## src/rtl/mlp_pkg.sv

```systemverilog
// Shared definitions for the MLP batch sequencer: default widths, watchdog
// limit and the FSM state encoding.
package mlp_pkg;

  localparam int IDX_W       = 10;
  localparam int CLS_W       = 10;
  localparam int TIMEOUT_DEF = 1023;
  localparam int STATE_W     = 3;

  typedef logic [STATE_W-1:0] state_t;

  localparam state_t S_IDLE    = 3'd0;
  localparam state_t S_LAUNCH  = 3'd1;
  localparam state_t S_WAIT    = 3'd2;
  localparam state_t S_CAPTURE = 3'd3;
  localparam state_t S_FIN     = 3'd4;
  localparam state_t S_ERR     = 3'd5;

  // True for the states in which a batch is in flight (drives busy).
  function automatic logic is_active(input state_t s);
    return (s == S_LAUNCH) || (s == S_WAIT) || (s == S_CAPTURE);
  endfunction

endpackage

```

## src/rtl/mlp_watchdog.sv

```systemverilog
// Cycle counter guarding the wait for mlp_done. Cleared by clr, counts while
// en is high, and flags when the count has reached TIMEOUT.
module mlp_watchdog #(
  parameter int TIMEOUT = mlp_pkg::TIMEOUT_DEF
) (
  input  logic clk,
  input  logic rst_n,
  input  logic clr,
  input  logic en,
  output logic tc
);

  localparam int              WD_W   = $clog2(TIMEOUT + 1);
  localparam logic [WD_W-1:0] TC_VAL = WD_W'(TIMEOUT);

  logic [WD_W-1:0] cnt_r;
  logic [WD_W-1:0] cnt_s;
  logic            tc_r;

  // Next count: clear has priority over counting.
  always_comb begin
    cnt_s = cnt_r;
    if (clr) begin
      cnt_s = {WD_W{1'b0}};
    end else if (en) begin
      cnt_s = cnt_r + WD_W'(1);
    end else begin
      cnt_s = cnt_r;
    end
  end

  // Counter and registered terminal-count flag (tracks cnt_r == TIMEOUT).
  always_ff @(posedge clk or negedge rst_n) begin
    if (!rst_n) begin
      cnt_r <= {WD_W{1'b0}};
      tc_r  <= 1'b0;
    end else begin
      cnt_r <= cnt_s;
      tc_r  <= (cnt_s == TC_VAL);
    end
  end

  assign tc = tc_r;

endmodule

```

## src/rtl/mlp_batch_sequencer.sv

```systemverilog
// Walks the MLP core over a contiguous range of sample indices, captures the
// predicted class per sample, scores it against the label ROM and streams one
// result per sample while keeping a running correct count.
module mlp_batch_sequencer #(
  parameter int IDX_W   = mlp_pkg::IDX_W,
  parameter int CLS_W   = mlp_pkg::CLS_W,
  parameter int TIMEOUT = mlp_pkg::TIMEOUT_DEF
) (
  input  logic             clk,
  input  logic             rst_n,
  input  logic             go,
  input  logic [IDX_W-1:0] first_idx,
  input  logic [IDX_W-1:0] num_samples,
  output logic             mlp_start,
  output logic [IDX_W-1:0] mlp_index,
  input  logic             mlp_done,
  input  logic [CLS_W-1:0] mlp_max,
  output logic [IDX_W-1:0] lbl_addr,
  input  logic [CLS_W-1:0] lbl_data,
  output logic             res_valid,
  output logic [IDX_W-1:0] res_index,
  output logic [CLS_W-1:0] res_class,
  output logic             res_correct,
  output logic [IDX_W-1:0] correct_cnt,
  output logic             busy,
  output logic             batch_done,
  output logic             error
);

  import mlp_pkg::*;

  state_t           state_r;
  state_t           next_state_s;

  logic [IDX_W-1:0] idx_r,  idx_s;
  logic [IDX_W-1:0] rem_r,  rem_s;
  logic             done_q_r, done_q_s;
  logic             go_acc_s;
  logic             done_edge_s;
  logic             wd_clr_s, wd_en_s, wd_tc_s;

  logic             mlp_start_r,   mlp_start_s;
  logic             res_valid_r,   res_valid_s;
  logic [IDX_W-1:0] res_index_r,   res_index_s;
  logic [CLS_W-1:0] res_class_r,   res_class_s;
  logic             res_correct_r, res_correct_s;
  logic [IDX_W-1:0] cnt_r,         cnt_s;
  logic             busy_r,        busy_s;
  logic             batch_done_r,  batch_done_s;
  logic             error_r,       error_s;

  assign go_acc_s    = (state_r == S_IDLE) && go;
  // Only a fresh rising edge counts; done_q is zeroed at launch so a level
  // still high from the previous sample cannot be mistaken for completion.
  assign done_edge_s = mlp_done && !done_q_r;
  assign wd_clr_s    = (state_r == S_LAUNCH);
  assign wd_en_s     = (state_r == S_WAIT);

  mlp_watchdog #(
    .TIMEOUT (TIMEOUT)
  ) u_watchdog (
    .clk   (clk),
    .rst_n (rst_n),
    .clr   (wd_clr_s),
    .en    (wd_en_s),
    .tc    (wd_tc_s)
  );

  // FSM state register.
  always_ff @(posedge clk or negedge rst_n) begin
    if (!rst_n) begin
      state_r <= S_IDLE;
    end else begin
      state_r <= next_state_s;
    end
  end

  // Next-state decode for the batch FSM.
  always_comb begin
    next_state_s = state_r;
    case (state_r)
      S_IDLE: begin
        if (!go) begin
          next_state_s = S_IDLE;
        end else if (num_samples == {IDX_W{1'b0}}) begin
          next_state_s = S_FIN;
        end else begin
          next_state_s = S_LAUNCH;
        end
      end
      S_LAUNCH: begin
        next_state_s = S_WAIT;
      end
      S_WAIT: begin
        if (done_edge_s) begin
          next_state_s = S_CAPTURE;
        end else if (wd_tc_s) begin
          next_state_s = S_ERR;
        end else begin
          next_state_s = S_WAIT;
        end
      end
      S_CAPTURE: begin
        if (rem_r == IDX_W'(1)) begin
          next_state_s = S_FIN;
        end else begin
          next_state_s = S_LAUNCH;
        end
      end
      S_FIN:   next_state_s = S_IDLE;
      S_ERR:   next_state_s = S_IDLE;
      default: next_state_s = S_IDLE;
    endcase
  end

  // Output and datapath next values; every output is registered from these
  // so that each pulse is high exactly during its corresponding state.
  always_comb begin
    idx_s         = idx_r;
    rem_s         = rem_r;
    done_q_s      = mlp_done;
    res_valid_s   = 1'b0;
    res_index_s   = res_index_r;
    res_class_s   = res_class_r;
    res_correct_s = res_correct_r;
    cnt_s         = cnt_r;
    error_s       = error_r;

    if (go_acc_s) begin
      idx_s    = first_idx;
      rem_s    = num_samples;
      done_q_s = 1'b0;
      cnt_s    = {IDX_W{1'b0}};
      error_s  = 1'b0;
    end else if (state_r == S_LAUNCH) begin
      done_q_s = 1'b0;
    end else if ((state_r == S_WAIT) && done_edge_s) begin
      // mlp_max is valid on the rising edge of done; lbl_data has been
      // addressed since launch, so both can be sampled now.
      res_valid_s   = 1'b1;
      res_index_s   = idx_r;
      res_class_s   = mlp_max;
      res_correct_s = (mlp_max == lbl_data);
    end else if ((state_r == S_WAIT) && wd_tc_s) begin
      error_s = 1'b1;
    end else if (state_r == S_CAPTURE) begin
      cnt_s = cnt_r + {{(IDX_W-1){1'b0}}, res_correct_r};
      if (next_state_s == S_LAUNCH) begin
        idx_s = idx_r + IDX_W'(1);
        rem_s = rem_r - IDX_W'(1);
      end else begin
        idx_s = idx_r;
        rem_s = rem_r;
      end
    end else begin
      idx_s = idx_r;
    end

    mlp_start_s  = (next_state_s == S_LAUNCH);
    batch_done_s = (next_state_s == S_FIN);
    busy_s       = is_active(next_state_s);
  end

  // Datapath and output registers.
  always_ff @(posedge clk or negedge rst_n) begin
    if (!rst_n) begin
      idx_r         <= {IDX_W{1'b0}};
      rem_r         <= {IDX_W{1'b0}};
      done_q_r      <= 1'b0;
      mlp_start_r   <= 1'b0;
      res_valid_r   <= 1'b0;
      res_index_r   <= {IDX_W{1'b0}};
      res_class_r   <= {CLS_W{1'b0}};
      res_correct_r <= 1'b0;
      cnt_r         <= {IDX_W{1'b0}};
      busy_r        <= 1'b0;
      batch_done_r  <= 1'b0;
      error_r       <= 1'b0;
    end else begin
      idx_r         <= idx_s;
      rem_r         <= rem_s;
      done_q_r      <= done_q_s;
      mlp_start_r   <= mlp_start_s;
      res_valid_r   <= res_valid_s;
      res_index_r   <= res_index_s;
      res_class_r   <= res_class_s;
      res_correct_r <= res_correct_s;
      cnt_r         <= cnt_s;
      busy_r        <= busy_s;
      batch_done_r  <= batch_done_s;
      error_r       <= error_s;
    end
  end

  assign mlp_start   = mlp_start_r;
  assign mlp_index   = idx_r;
  assign lbl_addr    = idx_r;
  assign res_valid   = res_valid_r;
  assign res_index   = res_index_r;
  assign res_class   = res_class_r;
  assign res_correct = res_correct_r;
  assign correct_cnt = cnt_r;
  assign busy        = busy_r;
  assign batch_done  = batch_done_r;
  assign error       = error_r;

endmodule

```

## config.mk

```make
export PLATFORM = sky130hd
export DESIGN_NAME = mlp_batch_sequencer
export DESIGN_NICKNAME = d
export VERILOG_FILES = /design/src/rtl/mlp_pkg.sv /design/src/rtl/mlp_watchdog.sv /design/src/rtl/mlp_batch_sequencer.sv
export SDC_FILE = /design/constraint.sdc
export NUM_CORES = 1
export LEC_CHECK = 0
export BUFFER_PORTS_ARGS = -buffer_cell sky130_fd_sc_hd__buf_4
export CAP_MARGIN = 20
export CORE_ASPECT_RATIO = 1.4
export CORE_UTILIZATION = 53
export DETAILED_ROUTE_END_ITERATION = 8
export PLACE_DENSITY_LB_ADDON = 0.2
export SLEW_MARGIN = 40
export SYNTH_ARGS = -nofsm -noshare
export SYNTH_HDL_FRONTEND = slang
export SYNTH_HIERARCHICAL = 1
export SYNTH_SLANG_ARGS = --single-unit
```

## constraint.sdc

```tcl
create_clock -name clk -period 2.65 [get_ports clk]
set_input_delay 0.3975 -clock clk [delete_from_list [all_inputs] [get_ports clk]]
set_output_delay 0.3975 -clock clk [all_outputs]
set_load 0.03 [all_outputs]
```

Word level (Yosys, flattened, before mapping)
Cells that the tools add are included.
{"block": "word_totals", "reg_bits": 71, "in_bits": 44, "output_inout_bits": 56, "word_cells": 84}
{"block": "op_classes", "add_sub_neg": 4, "eq_ne": 13, "mux": 34, "bitwise": 2, "n_reduce_logical": 16}
{"cell": "two-way mux 10 bit", "count": 19}
{"cell": "adder 10 x 1 -> 10 bit, second input constant", "count": 2}
{"cell": "two-way mux 3 bit", "count": 5}
{"cell": "== test 3 x 2 -> 1 bit, second input constant", "count": 4}
{"cell": "case mux 3 bit (4 select lines)", "count": 1}
{"cell": "adder 10 x 1 -> 10 bit", "count": 1}
{"cell": "== test 10 x 1 -> 1 bit, second input constant", "count": 1}
{"cell": "== test 10 bit", "count": 1}
{"cell": "== test 10 bit, second input constant", "count": 1}
{"cell": "logical NOT 10 bit", "count": 1}
{"cell": "subtractor 10 x 1 -> 10 bit, second input constant", "count": 1}
{"cell": "two-way mux 1 bit", "count": 9}
{"cell": "== test 3 x 1 -> 1 bit, second input constant", "count": 2}
{"cell": "inequality test 2 bit, second input constant", "count": 3}
{"cell": "AND reduction 3 bit", "count": 2}
{"cell": "nonzero test 2 bit", "count": 3}
{"cell": "AND reduction 5 bit", "count": 1}
{"cell": "logical AND 1 bit", "count": 4}
{"cell": "AND reduction 4 bit", "count": 1}
{"cell": "== test 3 bit, second input constant", "count": 1}
{"cell": "logical NOT 3 bit", "count": 1}
{"cell": "logical OR 1 bit", "count": 2}
{"cell": "inverter 1 bit", "count": 2}
{"cell": "logical NOT 1 bit", "count": 1}

Depth between registers and ports, before layout
Gate-level depths: netlist (run 1).
{"block": "logic_depth", "word_depth": 11, "depth_mapped": 7, "mapped_depth_nobuf": 6}

Modules after synthesis
Netlist (run 1), hierarchy kept.
{"module": "mlp_batch_sequencer", "instances": 1, "cells_each": 301, "area_per_inst_um2": 3159.3, "seq_area_each_um2": 1501.4}
{"module": "mlp_watchdog", "instances": 1, "cells_each": 61, "area_per_inst_um2": 604.3, "seq_area_each_um2": 275.3}

Worst setup path after synthesis (run 1)
No wires, ideal clock.
{"block": "synth_path", "kind": "reg2reg", "start": "register state_r[0]", "end": "register u_watchdog.tc_r (netlist: u_watchdog/tc)", "setup_ns": 0.111, "t_arrival_ns": 2.077, "required_ns": 2.539, "setup_slack_ns": 0.462, "stages_incl_launch_ff": 8, "path_buffers": 2, "period_less_slack_ns": 2.188, "cell_sequence": "dfrtp_1 > buf_4 > nor3b_1 > buf_6 > nand4_1 > xor2_1 > or4b_4 > a2111oi_2"}
{"block": "synth_via", "elab_chain_len": 4, "elab_cells_between_ends": 5, "cone_classes": "eq/ne (3); mux (2)"}
{"element": "from (decl)", "line": "mlp_batch_sequencer.sv:32", "source": "state_t state_r;"}
{"element": "from (signal assigned)", "line": "mlp_batch_sequencer.sv:74", "source": "state_r <= next_state_s;"}
{"element": "== test 3 x 2 -> 1 bit", "line": "mlp_batch_sequencer.sv:57", "source": "assign wd_en_s = (state_r == S_WAIT);"}
{"element": "net wd_en_s", "line": "mlp_batch_sequencer.sv:40", "source": "logic wd_clr_s, wd_en_s, wd_tc_s;"}
{"element": "two-way mux 10 bit", "line": "mlp_watchdog.sv:25", "source": "end else if (en) begin"}
{"element": "two-way mux 10 bit", "line": "mlp_watchdog.sv:23", "source": "if (clr) begin"}
{"element": "== test 10 bit", "line": "mlp_watchdog.sv:39", "source": "tc_r <= (cnt_s == TC_VAL);"}
{"element": "to (signal assigned)", "line": "mlp_watchdog.sv:39"}
{"element": "to (decl)", "line": "mlp_watchdog.sv:18", "source": "logic tc_r;"}
The timed path passes the listed nets, and every way through them passes these cells.
A chain may end at the register's enable or synchronous reset.

Worst setup path in the final report (run 1)
{"block": "layout_path", "start": "register state_r[2]", "end": "register u_watchdog.tc_r (netlist: u_watchdog/tc)"}
The elaborated chain is that of the path after synthesis.

==> flow_summary.ini, run 1 <==
[placement]
place_ws_ns = 0.477
dp_cells = 539
place.gp.congestion = 0.915
io_buffers = 99
placed_area_sq_um = 4520
post-dp-hpwl_um = 6100

[floorplan]
fp.dieW_um = 73.2
start_util = 0.543
die_y_um = 102
coreArea_sq_um = 6940
ios = 100
die_area_sq_um = 7450
num_rows = 36

[power]
ir_worst_vdd_uv = 501
total_power_mw = 5.09
p_per_area_nw_per_um2 = 1080
internal_power_mw = 2.79
power_switching_mw = 2.30
p_sw_frac = 0.452
p_clk_frac = 0.150
pwr-share-comb = 0.496
seqPwrFrac = 0.354
p_leak_nw = 2.10

[clock_network]
clk_path_buf_depth = 2
holdBufCountCts = 0
htreeDepth = 3
cts_resized = 0
clk_latency_ns = 0.35
cts_tree = built
cts.sinks = 71
clkSlewWorstSetupHoldPaths_ns = 0.08
postCtsSetupBuffers = 0
cts-root-buf = clkbuf_8
numCtsBuffers = 9

[layout]
fin_area_sq_um = 4690
drive_above_1_share = 0.354
fin_cells = 555
antenna_cells = 0
area_delta_synth_final_pct = 24.7
utilization = 0.676
final_nets = 505
final_cell_mix = buf_4, dfrtp_1, nand2_1, nor2_1, mux2_2
layout_commonest_cell = buf_4

[timing]
final.setup.tns_ns = 0
fin_ws_ns = 0.435
final-max-slew-violation-count = 0
hold_ws_ns = 0.0372
rsz0062_at_grt = false
worstMarginPinSlew_ns = 0.816
fin_crit_sh = 0.836
hold_viol_final = 0
fin_skew_ns = 0.0134
fin_crit_ns = 2.21
timing.fmax_mhz = 451
maxSlewHeadroom = 0.451
finalSetupViolCount = 0

[drt]
drt_wl_total_um = 8450
drtIter0Drc = 154
viasPerCell = 5.59
wl_per_cell_um = 15.2
first_pass_iters = 4
ant_nets = 0
vias = 3103
drc = 0

[global_route]
grt_pass1_wl_um = 13200
grt-ovfl-total = 0
grt_max_degree = 72
antenna_found_initial = 0
grt_use_total = 0.235
grt_pass1_vias = 2922

[min_path]
hp-class = input pin to async pin

[critical_path]
worstPathRequired_ns = 2.88
path_cells = nor3b_1 > buf_4 > nand3b_1 > a21oi_1 > or4b_4 > a2111oi_2
critPathLaunchType = flop
slowest_stage = dfrtp_1
cpPeakStageDelay_ns = 0.47
worst-setup-path-type = flop to flop
cp_max_fo = 9
critPathArrivalTime_ns = 2.45
endpoint_kind = flop

[yosys]
yosys_register_bits = 71
synth.cell_area_sq_um = 3760
yosysSeqAreaShare = 0.472
synth_top_area_frac = 0.472
synth-edff-count = 0
yosysTopAreaCell = dfrtp_1
synth.distinct_cells = 60
synthCells = 362
async_flop_share = 1.00
syn_nets = 412
yosys-top-cells-area = dfrtp_1, mux2_2, xor2_1
postSynthAreaPerCell_sq_um = 10.4
yosysWarnings = 6
synth_flop_cell = dfrtp_1

[status]
outcome = complete, no violations

[flow_run]
cap_violations = 0
## registers in the layout, indices dropped and copies added (netlist names)
signal,flops
correct_cnt,10
res_index,10
done_q_r,1
batch_done,1
lbl_addr,10
mlp_start,1
state_r,3
res_class,10
rem_r,10
res_valid,1
res_correct,1
busy,1
error,1
u_watchdog/cnt_r,10
u_watchdog/tc,1
## layout make-up
type / count / area, sq um
Sequential cell: 71 / 1780
Clock buffer: 9 / 124
Clock inverter: 7 / 47.5
Fill cell: 573 / 2240
Inverter: 9 / 33.8
Timing Repair Buffer: 107 / 807
Multi-Input combinational cell: 257 / 1780
Tap cell: 95 / 119
## per-layer routing
metal,share of wire,vias to the layer above,GRT usage
met5,0,-,0
met4,0.026,0,0.124
met3,0.049,19,0.0348
met2,0.51,96,0.416
met1,0.41,1497,0.269
li1,-,1491,-
## synth_stat cells, drive strengths merged (2+ instances only)
library cell and instances:
or2 2, buf 21, a211oi 2, xor2 15, inv 9, nand2 34
a2111oi 3, nand3b 3, a31oi 10, nand3 14, nand4 9, or4 5
a21oi 16, dfrtp 71, o31ai 5, clkbuf 4, mux2i 2, nor3b 3
or3b 2, nor4 6, mux2 18, or3 10, o211ai 3, o21ai 17
nor2 28, and3 4, xnor2 12, ha 6, nor3 5, or4b 2
nand2b 4
## power by group through the flow
stage | registers, mW | clock network [mW] | logic [mW]
6_report | 1.80 | 0.764 | 2.52
5_1_grt | 1.84 | 0.822 | 2.72
4_1_cts | 1.79 | 0.778 | 2.54
3_5_place_dp | 1.81 | 0 | 2.53
3_3_place_gp | 1.79 | 0 | 2.48
2_1_floorplan | 2.22 | 0 | 1.34
## critical path, delay by kind of cell (launching register included)
family                 cells  cell delay [ns]
AOI/OAI and AO/OA          2             0.50
and+or+nand+nor            3             0.92
DFF                        1             0.47
buffers and inverters      1             0.23
## final timing paths
check	from	to	slack, ns	cells after the start
worst max-delay path	state_r[2]$_DFF_PN0_	u_watchdog/tc$_DFF_PN0_	0.44	6
worst min-delay path	rst_n	res_index[5]$_DFFE_PN0P_	0.04	1
worst max register to register	state_r[2]$_DFF_PN0_	u_watchdog/tc$_DFF_PN0_	0.44	6
worst min register to register	res_index[8]$_DFFE_PN0P_	res_index[8]$_DFFE_PN0P_	0.49	2
max in group asynchronous	rst_n	batch_done$_DFF_PN0_	2.17	1
min in group clk	first_idx[0]	lbl_addr[0]$_DFFE_PN0P_	0.24	3
## logic make-up (layout without fill, tap and decap cells)
group | after synthesis | count (layout) | synth area share
AOI/OAI and AO/OA | 67 | 67 | 0.128
xor gates and xnor gates | 27 | 27 | 0.0628
adders and majority gates | 6 | 6 | 0.0199
buffers and inverters | 34 | 132 | 0.0565
DFF | 71 | 71 | 0.472
muxes | 20 | 20 | 0.0592
and+or+nand+nor | 137 | 137 | 0.201
Note: power is estimated with default switching activity, not from simulation.
==> run 2: changes to the inputs <==
--- a/config.mk
+++ b/config.mk
@@ -5,10 +5,11 @@
 export SDC_FILE = /design/constraint.sdc
 export NUM_CORES = 1
 export LEC_CHECK = 0
+export ABC_AREA = 1
 export BUFFER_PORTS_ARGS = -buffer_cell sky130_fd_sc_hd__buf_4
 export CAP_MARGIN = 20
 export CORE_ASPECT_RATIO = 1.4
-export CORE_UTILIZATION = 53
+export CORE_UTILIZATION = 54
 export DETAILED_ROUTE_END_ITERATION = 8
 export PLACE_DENSITY_LB_ADDON = 0.2
 export SLEW_MARGIN = 40
==> constraint.sdc (replaced) <==
create_clock -name clk -period 2.1 [get_ports clk]
set_input_delay 0.315 -clock clk [delete_from_list [all_inputs] [get_ports clk]]
set_output_delay 0.315 -clock clk [all_outputs]
set_load 0.03 [all_outputs]
==> run 2 against run 1 <==
Synthesized area up 8.1%. First-iteration DRC count rose by 16%. Design area rose by 6.7%. Sequential share of layout area is 2.4 points lower. Clock skew decreased by 0.0017 ns. Worst hold slack improved by 0.13 ns. Synthesized cell count rose by 48%. Clock power up 29%. Combinational power up 36%. Global-route usage increased by 2.0 points. Critical path type unchanged.
==> flow_summary.ini, run 2 <==
[layout]
antenna_cells = 0
fin_cells = 730
final_nets = 678
drive_above_1_share = 0.269
final_cell_mix = nand2_1, buf_4, dfrtp_1, inv_1, nor2_1
area_delta_synth_final_pct = 23.0
layout_commonest_cell = nand2_1
fillers = 627

[clock_network]
numCtsBuffers = 9
cts-root-buf = clkbuf_8
postCtsSetupBuffers = 0
htreeDepth = 3
clk_latency_ns = 0.36
clk_path_buf_depth = 2
cts_tree = built
clkSlewWorstSetupHoldPaths_ns = 0.08
cts.sinks = 71

[yosys]
yosysMostFrequentCell = nand2_1
synthTopCellsByCount = nand2_1, dfrtp_1, inv_1
synthCells = 536
synth_flop_cell = dfrtp_1
synth.distinct_cells = 33
postSynthAreaPerCell_sq_um = 7.59
synth.cell_area_sq_um = 4070
async_flop_share = 1.00
syn_nets = 586
synth_top_area_frac = 0.437
yosysTopAreaCell = dfrtp_1
synth-edff-count = 0
yosysWarnings = 6
yosys_register_bits = 71
yosysSeqAreaShare = 0.437
yosys-top-cells-area = dfrtp_1, nand2_1, inv_1

[min_path]
hold_start = mlp_done
hold_end = done_q_r$_DFF_PN0_
hp-class = input pin to flop
worstHoldPathCells = 3

[drt]
drtIter0Drc = 178
first_pass_iters = 4
drt_wl_total_um = 9370
wl_per_cell_um = 12.8
vias = 3766
ant_nets = 0
viasPerCell = 5.16
drc = 0

[global_route]
antenna_found_initial = 0
grt_use_total = 0.255
met3_usage = 0.0357
use_met1 = 0.304
grt_pass1_vias = 3622
grt_max_degree = 35
grt_pass1_wl_um = 15500
grt.busiest_layer = met2
grt-ovfl-total = 0
met2_usage = 0.429

[floorplan]
die_area_sq_um = 7890
fp.dieW_um = 75.4
start_util = 0.556
die_y_um = 105
num_rows = 37
coreArea_sq_um = 7310
ios = 100

[critical_path]
critPathLaunchType = flop
r2r_cells = 8
worstReg2RegEnd = rem_r[3]$_DFFE_PN0P_
critPathArrivalTime_ns = 2.04
worst-setup-path-type = flop to flop
endpoint_kind = flop
reg2reg_slack_ns = 0.35
cp_max_fo = 31
r2r-start = rem_r[1]$_DFFE_PN0P_
worstPathRequired_ns = 2.39

[placement]
place_ws_ns = 0.381
post-dp-hpwl_um = 6970
place.gp.congestion = 0.841
dp_cells = 713
io_buffers = 99

[timing]
fin_crit_ns = 1.75
fin_crit_sh = 0.833
timing.fmax_mhz = 572
fin_skew_ns = 0.0117
rsz0062_at_grt = false
maxSlewHeadroom = 0.670
finalSetupViolCount = 0
fin_ws_ns = 0.351
final-max-slew-violation-count = 0
hold_viol_final = 0
worstMarginPinSlew_ns = 0.494
hold_ws_ns = 0.163
final.setup.tns_ns = 0

[power]
p_clk_frac = 0.149
ir_worst_vdd_uv = 916
seqPwrFrac = 0.330
p_leak_nw = 2.70
p_sw_frac = 0.479
p_per_area_nw_per_um2 = 1320
power_switching_mw = 3.16
pwr-share-comb = 0.521
internal_power_mw = 3.43

[status]
outcome = complete, no violations

[flow_run]
cap_violations = 0
-- run 2: cell count changes after synthesis, moves of 13 or more --
cell	delta
inv_1	+55
nor2_1	+19
nand2_2	+13
nand2_1	+123
nand3_1	+25
mux2_2	-18
-- run 2: worst max path at each step --
stage / startpoint / endpoint / slack, ns / cells past startpoint
after global placement: rem_r[1]$_DFFE_PN0P_ / rem_r[8]$_DFFE_PN0P_ / 0.43 / 7
after CTS: rem_r[1]$_DFFE_PN0P_ / rem_r[3]$_DFFE_PN0P_ / 0.35 / 8
after floorplan: correct_cnt[0]$_DFFE_PN0P_ / correct_cnt[6]$_DFFE_PN0P_ / 0.46 / 9
after global routing: state_r[2]$_DFF_PN0_ / u_watchdog/tc$_DFF_PN0_ / 0.23 / 11
after detailed placement: rem_r[1]$_DFFE_PN0P_ / rem_r[8]$_DFFE_PN0P_ / 0.38 / 7
final: rem_r[1]$_DFFE_PN0P_ / rem_r[3]$_DFFE_PN0P_ / 0.35 / 8
-- run 2: layout make-up --
type,count,area [sq um],share of cell area
Tap cell,97,121,0.0242
Clock buffer,10,138,0.0275
Inverter,70,263,0.0525
Clock inverter,6,36.3,0.00725
Timing Repair Buffer,105,803,0.160
Multi-Input combinational cell,371,1870,0.373
Sequential cell,71,1780,0.355
-- run 2: logic make-up (layout without fill, tap and decap cells) --
logic type,count (synthesis),count (layout),share of synthesized area
compound gates,54,54,0.0818
fa+ha+maj,6,6,0.0184
buf+inv,94,191,0.105
flops,71,71,0.437
xor+xnor,13,13,0.0280
simple gates,298,298,0.331
-- run 2: routing by layer --
layer	routed length [um]	vias up	part of all wire
met3	509	25	0.054
li1	-	1863	-
met5	0	-	0
met1	3810	1750	0.41
met4	292	0	0.031
met2	4760	128	0.51
-- run 2: power by group through the flow --
| stage | Combinational (mW) | Sequential, mW | Clock [mW] |
|---|---|---|---|
| global placement | 3.38 | 2.18 | 0 |
| finish | 3.43 | 2.18 | 0.982 |
| detailed placement | 3.45 | 2.19 | 0 |
| CTS | 3.47 | 2.17 | 1.00 |
| global route | 3.79 | 2.24 | 1.05 |
| floorplan | 2.10 | 2.65 | 0 |
-- run 2: what timing repair did --
| item | CTS | global route |
|---|---|---|
| gates resized for setup | 0 | 0 |
| hold buffers | 1 | 0 |
| endpoints found under the setup margin | 0 | 0 |
| hold endpoints to repair | 32 | 0 |
-- run 2: critical path, stage by stage, from the launching register on --
cell,delay [ns]
dfrtp_1,0.38
inv_1,0.11
ha_1,0.18
nand3_2,0.11
o21ai_4,0.22
nand2_4,0.30
inv_2,0.24
nand2_1,0.07
nand2_1,0.07
-- run 2: metrics by stage --
step / util / power [mW] / instance area, sq um
after detailed placement: 0.659 / 5.64 / 4820
after global placement: 0.659 / 5.56 / 4820
after CTS: 0.684 / 6.64 / 5010
after floorplan: - / 4.75 / 4070
final: 0.684 / 6.59 / 5010
after global routing: 0.684 / 7.09 / 5010
